`config.mk`:
```
export PLATFORM = sky130hd
export DESIGN_NAME = fetch_sequencer
export DESIGN_NICKNAME = d
export VERILOG_FILES = /design/src/rtl/fetch_pkg.sv /design/src/rtl/imem_byte_writer.sv /design/src/rtl/fetch_sequencer.sv
export SDC_FILE = /design/constraint.sdc
export NUM_CORES = 1
export LEC_CHECK = 0
export CAP_MARGIN = 10
export CORE_UTILIZATION = 40
export DETAILED_ROUTE_END_ITERATION = 7
export GPL_TIMING_DRIVEN = 0
export PLACE_DENSITY_LB_ADDON = 0.3
export SYNTH_ARGS = -nofsm -noshare
export SYNTH_HDL_FRONTEND = slang
export SYNTH_SLANG_ARGS = --single-unit
```
`constraint.sdc`:
```
create_clock -name clk -period 8.6 [get_ports clk]
set_input_delay 0.86 -clock clk [delete_from_list [all_inputs] [get_ports clk]]
set_output_delay 0.86 -clock clk [all_outputs]
set_load 0.1 [all_outputs]
```
`src/rtl/fetch_pkg.sv`:
```
// fetch_pkg: shared state encoding, widths and PC helpers for the fetch sequencer
package fetch_pkg;
    typedef enum logic [2:0] {ST_IDLE, ST_LOAD, ST_RUN, ST_HALT, ST_FAULT} state_t;
    localparam int INSTR_W = 32;
    localparam int BYTE_W = 8;
    localparam logic [31:0] PC_STEP = 32'd4;
    localparam logic [INSTR_W-1:0] DEFAULT_HALT_WORD = 32'hFFFF_FFFF;
    function automatic logic pc_bad(input logic [31:0] a, input logic [31:0] mem_bytes);
        return (a[1:0] != 2'b00) || (a > mem_bytes - PC_STEP);
    endfunction
endpackage

```
`src/rtl/imem_byte_writer.sv`:
```
// imem_byte_writer: serialises one accepted program word into four big-endian byte writes
module imem_byte_writer
    import fetch_pkg::*;
(
    input  logic               clk,
    input  logic               rst,
    input  logic               start,
    input  logic [INSTR_W-1:0] load_data,
    input  logic               load_last,
    output logic               busy,
    output logic               word_done,
    output logic               word_last,
    output logic [31:0]        wptr,
    output logic               mem_we,
    output logic [31:0]        mem_wadd,
    output logic [BYTE_W-1:0]  mem_wbyte
);
    logic [2:0]         cnt_q, cnt_d;
    logic [31:0]        wptr_q, wptr_d;
    logic [INSTR_W-1:0] word_q, word_d;
    logic               last_q, last_d;
    logic [1:0]         k;

    assign busy      = cnt_q != 3'd0;
    assign word_done = cnt_q == 3'd4;
    assign word_last = last_q;
    assign wptr      = wptr_q;
    assign k         = cnt_q[1:0] - 2'd1;
    assign mem_we    = busy;
    assign mem_wadd  = busy ? wptr_q + {30'd0, k} : 32'd0;
    assign mem_wbyte = busy ? word_q[{~k, 3'b000} +: BYTE_W] : '0;

    // capture a word on start, then walk the byte counter and bump wptr after the 4th byte
    always_comb begin
        cnt_d  = cnt_q;
        wptr_d = wptr_q;
        word_d = word_q;
        last_d = last_q;
        if (start) begin
            cnt_d  = 3'd1;
            word_d = load_data;
            last_d = load_last;
        end else if (busy) begin
            cnt_d  = word_done ? 3'd0 : cnt_q + 3'd1;
            wptr_d = word_done ? wptr_q + PC_STEP : wptr_q;
        end
    end

    // serialiser state registers
    always_ff @(posedge clk or posedge rst) begin
        if (rst) begin
            cnt_q  <= 3'd0;
            wptr_q <= 32'd0;
            word_q <= '0;
            last_q <= 1'b0;
        end else begin
            cnt_q  <= cnt_d;
            wptr_q <= wptr_d;
            word_q <= word_d;
            last_q <= last_d;
        end
    end
endmodule

```
`src/rtl/fetch_sequencer.sv`:
```
// fetch_sequencer: boots instruction memory from a word loader, then owns the PC and fetch
module fetch_sequencer
    import fetch_pkg::*;
#(
    parameter int                 MEM_BYTES = 256,
    parameter logic [31:0]        RESET_PC  = 32'h0000_0000,
    parameter logic [INSTR_W-1:0] HALT_WORD = DEFAULT_HALT_WORD
) (
    input  logic               clk,
    input  logic               rst,
    input  logic               boot_en,
    input  logic               load_valid,
    output logic               load_ready,
    input  logic [INSTR_W-1:0] load_data,
    input  logic               load_last,
    output logic               mem_we,
    output logic [31:0]        mem_wadd,
    output logic [BYTE_W-1:0]  mem_wbyte,
    output logic [31:0]        mem_radd,
    input  logic [INSTR_W-1:0] mem_rdata,
    input  logic               stall,
    input  logic               redirect_valid,
    input  logic [31:0]        redirect_target,
    output logic [31:0]        pc,
    output logic [INSTR_W-1:0] instr_out,
    output logic               instr_valid,
    output logic               halted,
    output logic               fault
);
    localparam logic [31:0] MEM_TOP = 32'(MEM_BYTES);

    state_t      state_q, state_d;
    logic [31:0] pc_q, pc_d, pc_inc, wptr;
    logic        wr_busy, wr_done, wr_last, accept, overflow, halt_hit;

    assign load_ready  = (state_q == ST_LOAD) && !wr_busy;
    assign accept      = load_valid && load_ready;
    assign overflow    = accept && (wptr == MEM_TOP);
    assign pc          = pc_q;
    assign mem_radd    = pc_q;
    assign instr_out   = mem_rdata;
    assign instr_valid = state_q == ST_RUN;
    assign halted      = state_q == ST_HALT;
    assign fault       = state_q == ST_FAULT;
    assign pc_inc      = pc_q + PC_STEP;
    assign halt_hit    = mem_rdata == HALT_WORD;

    imem_byte_writer u_writer (
        .clk       (clk),
        .rst       (rst),
        .start     (accept && !overflow),
        .load_data (load_data),
        .load_last (load_last),
        .busy      (wr_busy),
        .word_done (wr_done),
        .word_last (wr_last),
        .wptr      (wptr),
        .mem_we    (mem_we),
        .mem_wadd  (mem_wadd),
        .mem_wbyte (mem_wbyte)
    );

    // next state and next PC; redirect beats stall beats increment, bad next-PC beats halt
    always_comb begin
        state_d = state_q;
        pc_d    = pc_q;
        case (state_q)
            ST_IDLE: begin
                state_d = boot_en ? ST_LOAD : ST_RUN;
                pc_d    = RESET_PC;
            end
            ST_LOAD: begin
                if (overflow) begin
                    state_d = ST_FAULT;
                end else if (wr_done && wr_last) begin
                    state_d = ST_RUN;
                    pc_d    = RESET_PC;
                end
            end
            ST_RUN: begin
                if (redirect_valid) begin
                    pc_d    = redirect_target;
                    state_d = pc_bad(redirect_target, MEM_TOP) ? ST_FAULT : ST_RUN;
                end else if (stall) begin
                    state_d = halt_hit ? ST_HALT : ST_RUN;
                end else if (pc_bad(pc_inc, MEM_TOP)) begin
                    pc_d    = pc_inc;
                    state_d = ST_FAULT;
                end else if (halt_hit) begin
                    state_d = ST_HALT;
                end else begin
                    pc_d = pc_inc;
                end
            end
            default: ;
        endcase
    end

    // FSM and PC registers
    always_ff @(posedge clk or posedge rst) begin
        if (rst) begin
            state_q <= ST_IDLE;
            pc_q    <= RESET_PC;
        end else begin
            state_q <= state_d;
            pc_q    <= pc_d;
        end
    end
endmodule

```
After elaboration in Yosys (flattened, before gate mapping)
Index checks and enable logic that the tools add are counted.

Word-level logic and storage cells: 69. Register bits after elaboration: 103. Output and inout port bits: 141.

Bitwise gates (word level): 2. Multiplexer cells: 22. Shift operators: 1. Magnitude comparators: 2. Reductions and logical operators: 18. Add/sub/neg operators: 5. Eq/ne operators: 13.

Operators with widths (number): 32-bit two-way mux (7); 32-bit case mux with 3 select lines (1); 32-bit by 3-bit adder with 32-bit output (second input constant) (2); 32-bit by 8-bit greater-than comparator with 1-bit output (second input constant) (2); 32-bit by 2-bit adder with 32-bit output (1); 32-bit == test (second input constant) (1); 32-bit by 9-bit == test with 1-bit output (second input constant) (1); 32-bit by 6-bit variable part select with 8-bit output (1); 3-bit two-way mux (10); 3-bit case mux with 3 select lines (1); 8-bit two-way mux (1); 3-bit by 2-bit == test with 1-bit output (second input constant) (2); 3-bit == test (second input constant) (2); 3-bit AND reduction (2); 2-bit nonzero test (3); 3-bit nonzero test (2); 1-bit logical AND (5); 5-bit by 3-bit != test with 1-bit output (second input constant) (1); 5-bit AND reduction (1); 4-bit by 3-bit != test with 1-bit output (second input constant) (1); 3-bit by 1-bit adder with 3-bit output (second input constant) (1); 3-bit by 1-bit == test with 1-bit output (second input constant) (1); 3-bit logical NOT (1); 3-bit by 2-bit != test with 1-bit output (second input constant) (1); other kinds (10) (12).

Depth between registers and ports, before layout
Gate-level depths: netlist of run 1.

Depth after elaboration: 9. Depth in mapped cells: 12. Mapped depth without buffers: 10.

Modules after synthesis
Synthesis of run 1 repeated with hierarchy kept, for this count alone.

Cells, all modules: 708. Area total of the unflattened synthesis: 6718.9 um^2.

Modules (own cells, without submodules): fetch_sequencer (area each 3448.3 um^2, instances 1, cells an instance 442); imem_byte_writer (area each 3270.6 um^2, instances 1, cells an instance 266).

Worst setup path after synthesis of run 1
OpenSTA, ideal clock, no wires.

Path kind: reg2out. From: reg u_writer.cnt_q[0]. To: out mem_wbyte[0]. Data required time: 7740 ps. Path buffers: 3. Stages on the path, launching flop included: 9. Data arrival time: 3406 ps. Setup slack: 4334 ps. Path through: dfrtp_1 buf_1 inv_1 ha_1 nor2b_1 clkbuf_1 inv_1 clkbuf_1 and2_1.

Elaborated cells between the ends (all ways): 5. Classes of those cells: add/sub: 1; shift: 1; mux: 1; bitwise: 1; reduce/logical: 1.

RTL lines: start: declaration (line imem_byte_writer.sv:18) `logic [2:0] cnt_q, cnt_d;`; start signal: assignment (line imem_byte_writer.sv:57) `cnt_q <= cnt_d;`; 3-bit nonzero test (line imem_byte_writer.sv:24) `assign busy = cnt_q != 3'd0;`; via mem_we (line fetch_sequencer.sv:16) `output logic mem_we,`; 8-bit two-way mux (line imem_byte_writer.sv:31) `assign mem_wbyte = busy ? word_q[{~k, 3'b000} +: BYTE_W] : '0;`; end: declaration (line fetch_sequencer.sv:18) `output logic [BYTE_W-1:0] mem_wbyte,`.

The timed path passes the listed nets, and every way through them passes these cells.

Worst setup path in the final report of run 1
From: reg u_writer.cnt_q[0]. To: out mem_wbyte[7].

Cells in the longest elaborated chain, start to end: 4. Elaborated cells between the ends (all ways): 5. Classes of those cells: add/sub: 1; shift: 1; mux: 1; bitwise: 1; reduce/logical: 1.

RTL lines: 2-bit by 1-bit subtractor with 2-bit output (line imem_byte_writer.sv:28) `assign k = cnt_q[1:0] - 2'd1;`; 2-bit inverter (line imem_byte_writer.sv:31); 32-bit by 6-bit variable part select with 8-bit output (line imem_byte_writer.sv:31); 8-bit two-way mux * (line imem_byte_writer.sv:31).

Every way passes the cells marked *; elsewhere a longest branch is shown, timed or not.

==> run metrics, run 1 <==
clock skew about 0.010 ns; maxcap violations 0; hold_sp u_writer.wptr[31]; drt wl/cell between 15 and 20 um; RSZ-0062 raised after global routing false; H-Tree Depth 3; complex-gate fraction of the synthesized area 14.7%; Cell Area, Placed 9690 um^2; largest net degree at the start of global routing 62; die width 134 um; Max IR drop VDD 0.000197 V; Vias per Instance between 5 and 6; Yosys cell types 86; Worst Tran Pin Value 1.04 ns; Mapped Area 6960 um^2; Total Power between 3 and 4 mW; Die H 134 um; RD Place Congestion around 1.0; CP endpoint kind output port; initial antenna violation count 0; status completed; nets@finish 1088; mux cell area share after synthesis roughly 8.5%; clk slew on worst S/H paths 0.08 ns; CTS Buf Count 9; Mean Syn Cell Area 9.60 um^2; core box area 16800 um^2; port buffer count about 240; main combinational cell family by area after synthesis simple AND/OR/NAND/NOR gates; critical path fanouts, max 10; Final Hold Slack 0.504 ns; Worst Setup SP u_writer.cnt_q[0]; CTS tree built; fin area 9970 um^2; Syn Inst Count approximately 730; Fmax 199 MHz; Period minus WS final 5.03 ns; first-pass GRT wire length ~35 mm; top cells by area, synth dfrtp_1 36%, buf_4 7.1%, mux2_2 5.5%; pwr/cell area 302 nW/um^2; most frequent cells after synthesis 101 x dfrtp_1, 66 x buf_4, 45 x nand2_1, 39 x and2_1, 38 x nand4_1; Synth Area in Adders 1.08%; share of Yosys cell area claimed by the top area cell type 36.3%; max_slew headroom 30.5%; total gr overflow 0; Detailed Route Iter0 Violations 464; Cells after DPL 1188; DP Worst Slack 3.91 ns; total routed wirelength 22.5 mm; Setup Total Neg Slack 0 ns; Simple-Gate Fraction of Synth Area between 20% and 30%; CTS root buf clkbuf_16; Final Hold Viols 0; Initial Util 41.5%; I/O pins 244; number of global-route vias before repair 6460; Setup Fix Bufs, Post-CTS 0; via count 6731; Leakage between 4 and 5 nW; fill count 1496; Final Worst Setup Slack about 3.6 ns; post-synthesis sequential area ratio 36.3%; Synth Register Bits 101; CP arrival 4.17 ns; Hold Crit Class flop to flop; top-count cell post-synth dfrtp_1; Setup CP Type flop to output port; post-cts resize count 0; 1st-pass router iterations 5; final core occ roughly 60%; Post-Syn Nets approximately 830; final setup violation count 0; Synth Flop Type dfrtp_1; Critical R2R Launch mem_radd[3]; yosys warns 0; antenna cell count 0; data required time at the worst endpoint 7.74 ns; CTS sink count 101; Clock Path Buffers 2; asr flop ratio synth between 90% and 100%; Post-synth EDFFs 0; XOR/XNOR Fraction of Synth Area 4.28%; Final Slew Violations 0; share of cells above drive strength 1 18.4%; # rows 47; Final period util around 58%; Die ar. 17900 um^2; GRT Total Usage about a quarter; final cell count without fillers 1203; crit path launch type flop; Clock Latency Late Sink 0.35 ns; Post-CTS Hold Buffers 0; Layout area overhead 43.3%; top cell type by total area after synthesis dfrtp_1; post-DP HPWL 16.9 mm; DR DRC count 0; Final ANT Viol Nets 0
==> worst max-delay path, cell delays in order (launching register included) <==
cell and delay [ns]:
dfrtp_1 0.45, buf_1 0.52, inv_1 0.10, ha_1 0.28
nor2b_1 0.15, clkbuf_1 0.21, inv_1 0.35, clkbuf_1 0.39
and2_1 0.21, clkdlybuf4s50_1 1.14
==> flip-flops by register name, indices dropped and copies added (netlist names) <==
signal              flops
u_writer.wptr          30
mem_radd               32
u_writer.cnt_q          3
state_q                 3
u_writer.word_q        32
u_writer.word_last      1
==> layer usage <==
layer / share of wire (%) / vias to the layer above / global-route usage, %
met2: 48 / 332 / 41.2
met3: 8.2 / 33 / 4.35
met4: 2.1 / 0 / 8.46
met1: 42 / 3261 / 32.4
li1: - / 3105 / -
met5: 0 / - / 0
==> power by group <==
group          internal, mW  switching (mW)
logic                 0.571            1.32
clock network         0.202           0.201
registers             0.597           0.117
total                  1.37            1.64
==> layout make-up <==
| type | instances | area, um^2 | share of cell area [%] |
|---|---|---|---|
| clock buffer | 9 | 225 | 2.26 |
| clock inverter | 6 | 57.6 | 0.577 |
| buffer | 108 | 692 | 6.94 |
| inverter | 20 | 77.6 | 0.778 |
| timing repair buffer | 243 | 2450 | 24.6 |
| multi-input combinational | 496 | 3660 | 36.8 |
| tap | 220 | 275 | 2.76 |
| sequential | 101 | 2530 | 25.4 |
==> path summary, 6_finish.rpt <==
| kind | depth (start not counted) | end | slack [ns] |
|---|---|---|---|
| hold reg to reg | 1 | u_writer.wptr[31] | 0.50 |
| hold / removal | 1 | u_writer.wptr[31] | 0.50 |
| setup / recovery | 9 | mem_wbyte[7] | 3.57 |
| min in group asynchronous | 2 | u_writer.word_q[14] | 0.91 |
| max in group asynchronous | 3 | u_writer.wptr[3] | 6.98 |
| setup reg to reg | 10 | mem_radd[5] | 4.83 |
==> cell usage in the layout, fill, tap and decap left out, drive strengths merged, types with 13 or more instances in the layout <==
master and n:
clkdlybuf4s50 242, dfrtp 101, buf 84, nand2 47, and2 40, nand4 40, nor2 37, mux2 34
clkbuf 34, a21oi 31, nand3 28, nor3 28, xnor2 25, nor4 24, inv 23, o21ai 18
o31ai 14, o211ai 13
==> logic make-up after synthesis <==
| family | Yosys count |
|---|---|
| AND/OR/NAND/NOR | 283 |
| AO/OA/AOI/OAI | 128 |
| buffers and inverters | 128 |
| flip-flops | 101 |
| multiplexers | 45 |
| XOR/XNOR | 34 |
| adder cells (fa/ha/maj) | 6 |
Power figures use the tool's default switching activity.
==> run 2: changes to the inputs <==
==> constraint.sdc (replaced) <==
create_clock -name clk -period 4.05 [get_ports clk]
set_input_delay 0.405 -clock clk [delete_from_list [all_inputs] [get_ports clk]]
set_output_delay 0.405 -clock clk [all_outputs]
set_load 0.1 [all_outputs]
==> run 2 against run 1 <==
  * Non-clock buffer count stayed put
  * Setup slack got worse by 3.2 ns
  * Cell area rose by 0.31%
  * Worst hold slack worse by 0.055 ns
  * Critical path depth is 1 higher
  * Total power grew 110%
  * First-iteration DRC count fell by 4.7%
  * Wire length hardly changed
  * Register-to-register slack worse by 4.5 ns
  * Clock skew is 0.0014 ns higher
==> run metrics, run 2 (synthesized netlist as in run 1, its figures left out) <==
status completed; Total Power 6.36 mW; Final Hold Slack between 0.4 and 0.5 ns; Setup CP Type flop to flop; post-DP HPWL 16.9 mm; CTS tree built; total routed wirelength 22.5 mm; final setup violation count 0; CP peak stage delay 0.79 ns; CP arrival 3.98 ns; RD Place Congestion between 1 and 1.5; Vias per Instance 5.59; Hold Crit Class input port to async pin; sequential cell area 2530 um^2; clk slew on worst S/H paths ~0.080 ns; Final period util 91.9%; Fmax 269 MHz; GRT Total Usage 24.8%; Leakage 4.05 nW; Initial Util between 40% and 50%; fill count roughly 1500; Die ar. 17900 um^2; share of cells above drive strength 1 a little over a fifth; antenna cell count 0; Die H around 130 um; largest net degree at the start of global routing 62; die width approximately 130 um; Worst Tran Pin Value 1.04 ns; DR DRC count 0; number of global-route vias before repair between 6000 and 7000; drt wl/cell 18.7 um; Final Slew Violations 0; core box area between 15000 and 20000 um^2; total gr overflow 0; clock skew 0.0114 ns; WP buf/inv 1; Period minus WS final 3.72 ns; Final ANT Viol Nets 0; port buffer count 242; most frequent cells in the layout 206 x clkdlybuf4s50_1, 101 x dfrtp_1, 66 x buf_4, 45 x nand2_1, 39 x and2_1; Setup Total Neg Slack 0 ns; Crit path max-delay family simple AND/OR/NAND/NOR gates; CP endpoint kind flop; critical path fanouts, max 11; crit path launch type flop; data required time at the worst endpoint ~4.3 ns; area of the multi-input gates roughly 3700 um^2; nets@finish roughly 1100; Clock Path Buffers 2; Critical Path Slowest Stage Cell o41ai_4; Final Worst Setup Slack 0.329 ns; final cell count without fillers approximately 1200; RSZ-0062 raised after global routing false; Cell Area, Placed 9690 um^2; Detailed Route Iter0 Violations about 440; Final Hold Viols 0; Layout area overhead 43.7%; first-pass GRT wire length 34.7 mm; I/O pins 244; max_slew headroom 30.7%; H-Tree Depth 3; CTS root buf clkbuf_16; fin area about 10000 um^2; Cells after DPL 1188; Max IR drop VDD 0.000403 V; final core occ 59.7%; Clock Latency Late Sink 0.36 ns; 1st-pass router iterations 5; leading cell type in the layout, fill and taps excluded clkdlybuf4s50_1; CTS sink count approximately 100; # rows 47; initial antenna violation count 0; Post-CTS Hold Buffers 0; DP Worst Slack -0.180 ns; CTS Buf Count 9; via count just under 7000; maxcap violations 0; CP Cell Sequence ha_1 -> buf_2 -> nand4_1 -> nor4_1 -> xor2_1 -> nor3_1 -> nand4_2 -> o41ai_4 -> o211ai_1 -> o31ai_2; pwr/cell area between 600 and 700 nW/um^2
-- run 2: final timing paths --
kind / slack [ns] / cells past startpoint / startpoint / end
min: 0.45 / 2 / rst / u_writer.word_q[14]
min reg2reg: 0.51 / 1 / u_writer.wptr[31] / u_writer.wptr[31]
max in group asynchronous: 2.89 / 3 / rst / u_writer.wptr[3]
min in group clk: 0.51 / 1 / u_writer.wptr[31] / u_writer.wptr[31]
max reg2reg: 0.33 / 10 / mem_radd[3] / mem_radd[5]
max: 0.33 / 10 / mem_radd[3] / mem_radd[5]
-- run 2: repair_timing --
item	4_1_cts	5_1_grt
gates resized for setup	97	0
endpoints found under the hold margin	0	0
setup buffers	0	0
endpoints found under the setup margin	36	0
-- run 2: layout make-up --
cell class / count / area share (%)
Sequential cell: 101 / 25.3
Timing Repair Buffer: 243 / 24.8
Multi-Input combinational cell: 496 / 36.6
Tap cell: 220 / 2.75
Buffer: 108 / 6.93
Inverter: 20 / 0.776
Clock inverter: 6 / 0.576
Clock buffer: 9 / 2.25
-- run 2: report_power, final --
| part | switching [mW] | leakage, nW | internal (mW) |
|---|---|---|---|
| combinational | 2.81 | 2.56 | 1.18 |
| clock | 0.431 | 0.140 | 0.429 |
| sequential | 0.248 | 1.35 | 1.27 |
| total | 3.48 | 4.05 | 2.88 |
-- run 2: metal layers --
| metal | up-vias | track usage (%) | wire length (um) | share of wire (%) |
|---|---|---|---|---|
| met5 | - | 0 | 0 | 0 |
| met4 | 0 | 8.46 | 493 | 2.2 |
| met3 | 32 | 4.35 | 1930 | 8.6 |
| met2 | 340 | 41.3 | 10800 | 48 |
| met1 | 3248 | 32.4 | 9300 | 41 |
| li1 | 3104 | - | - | - |
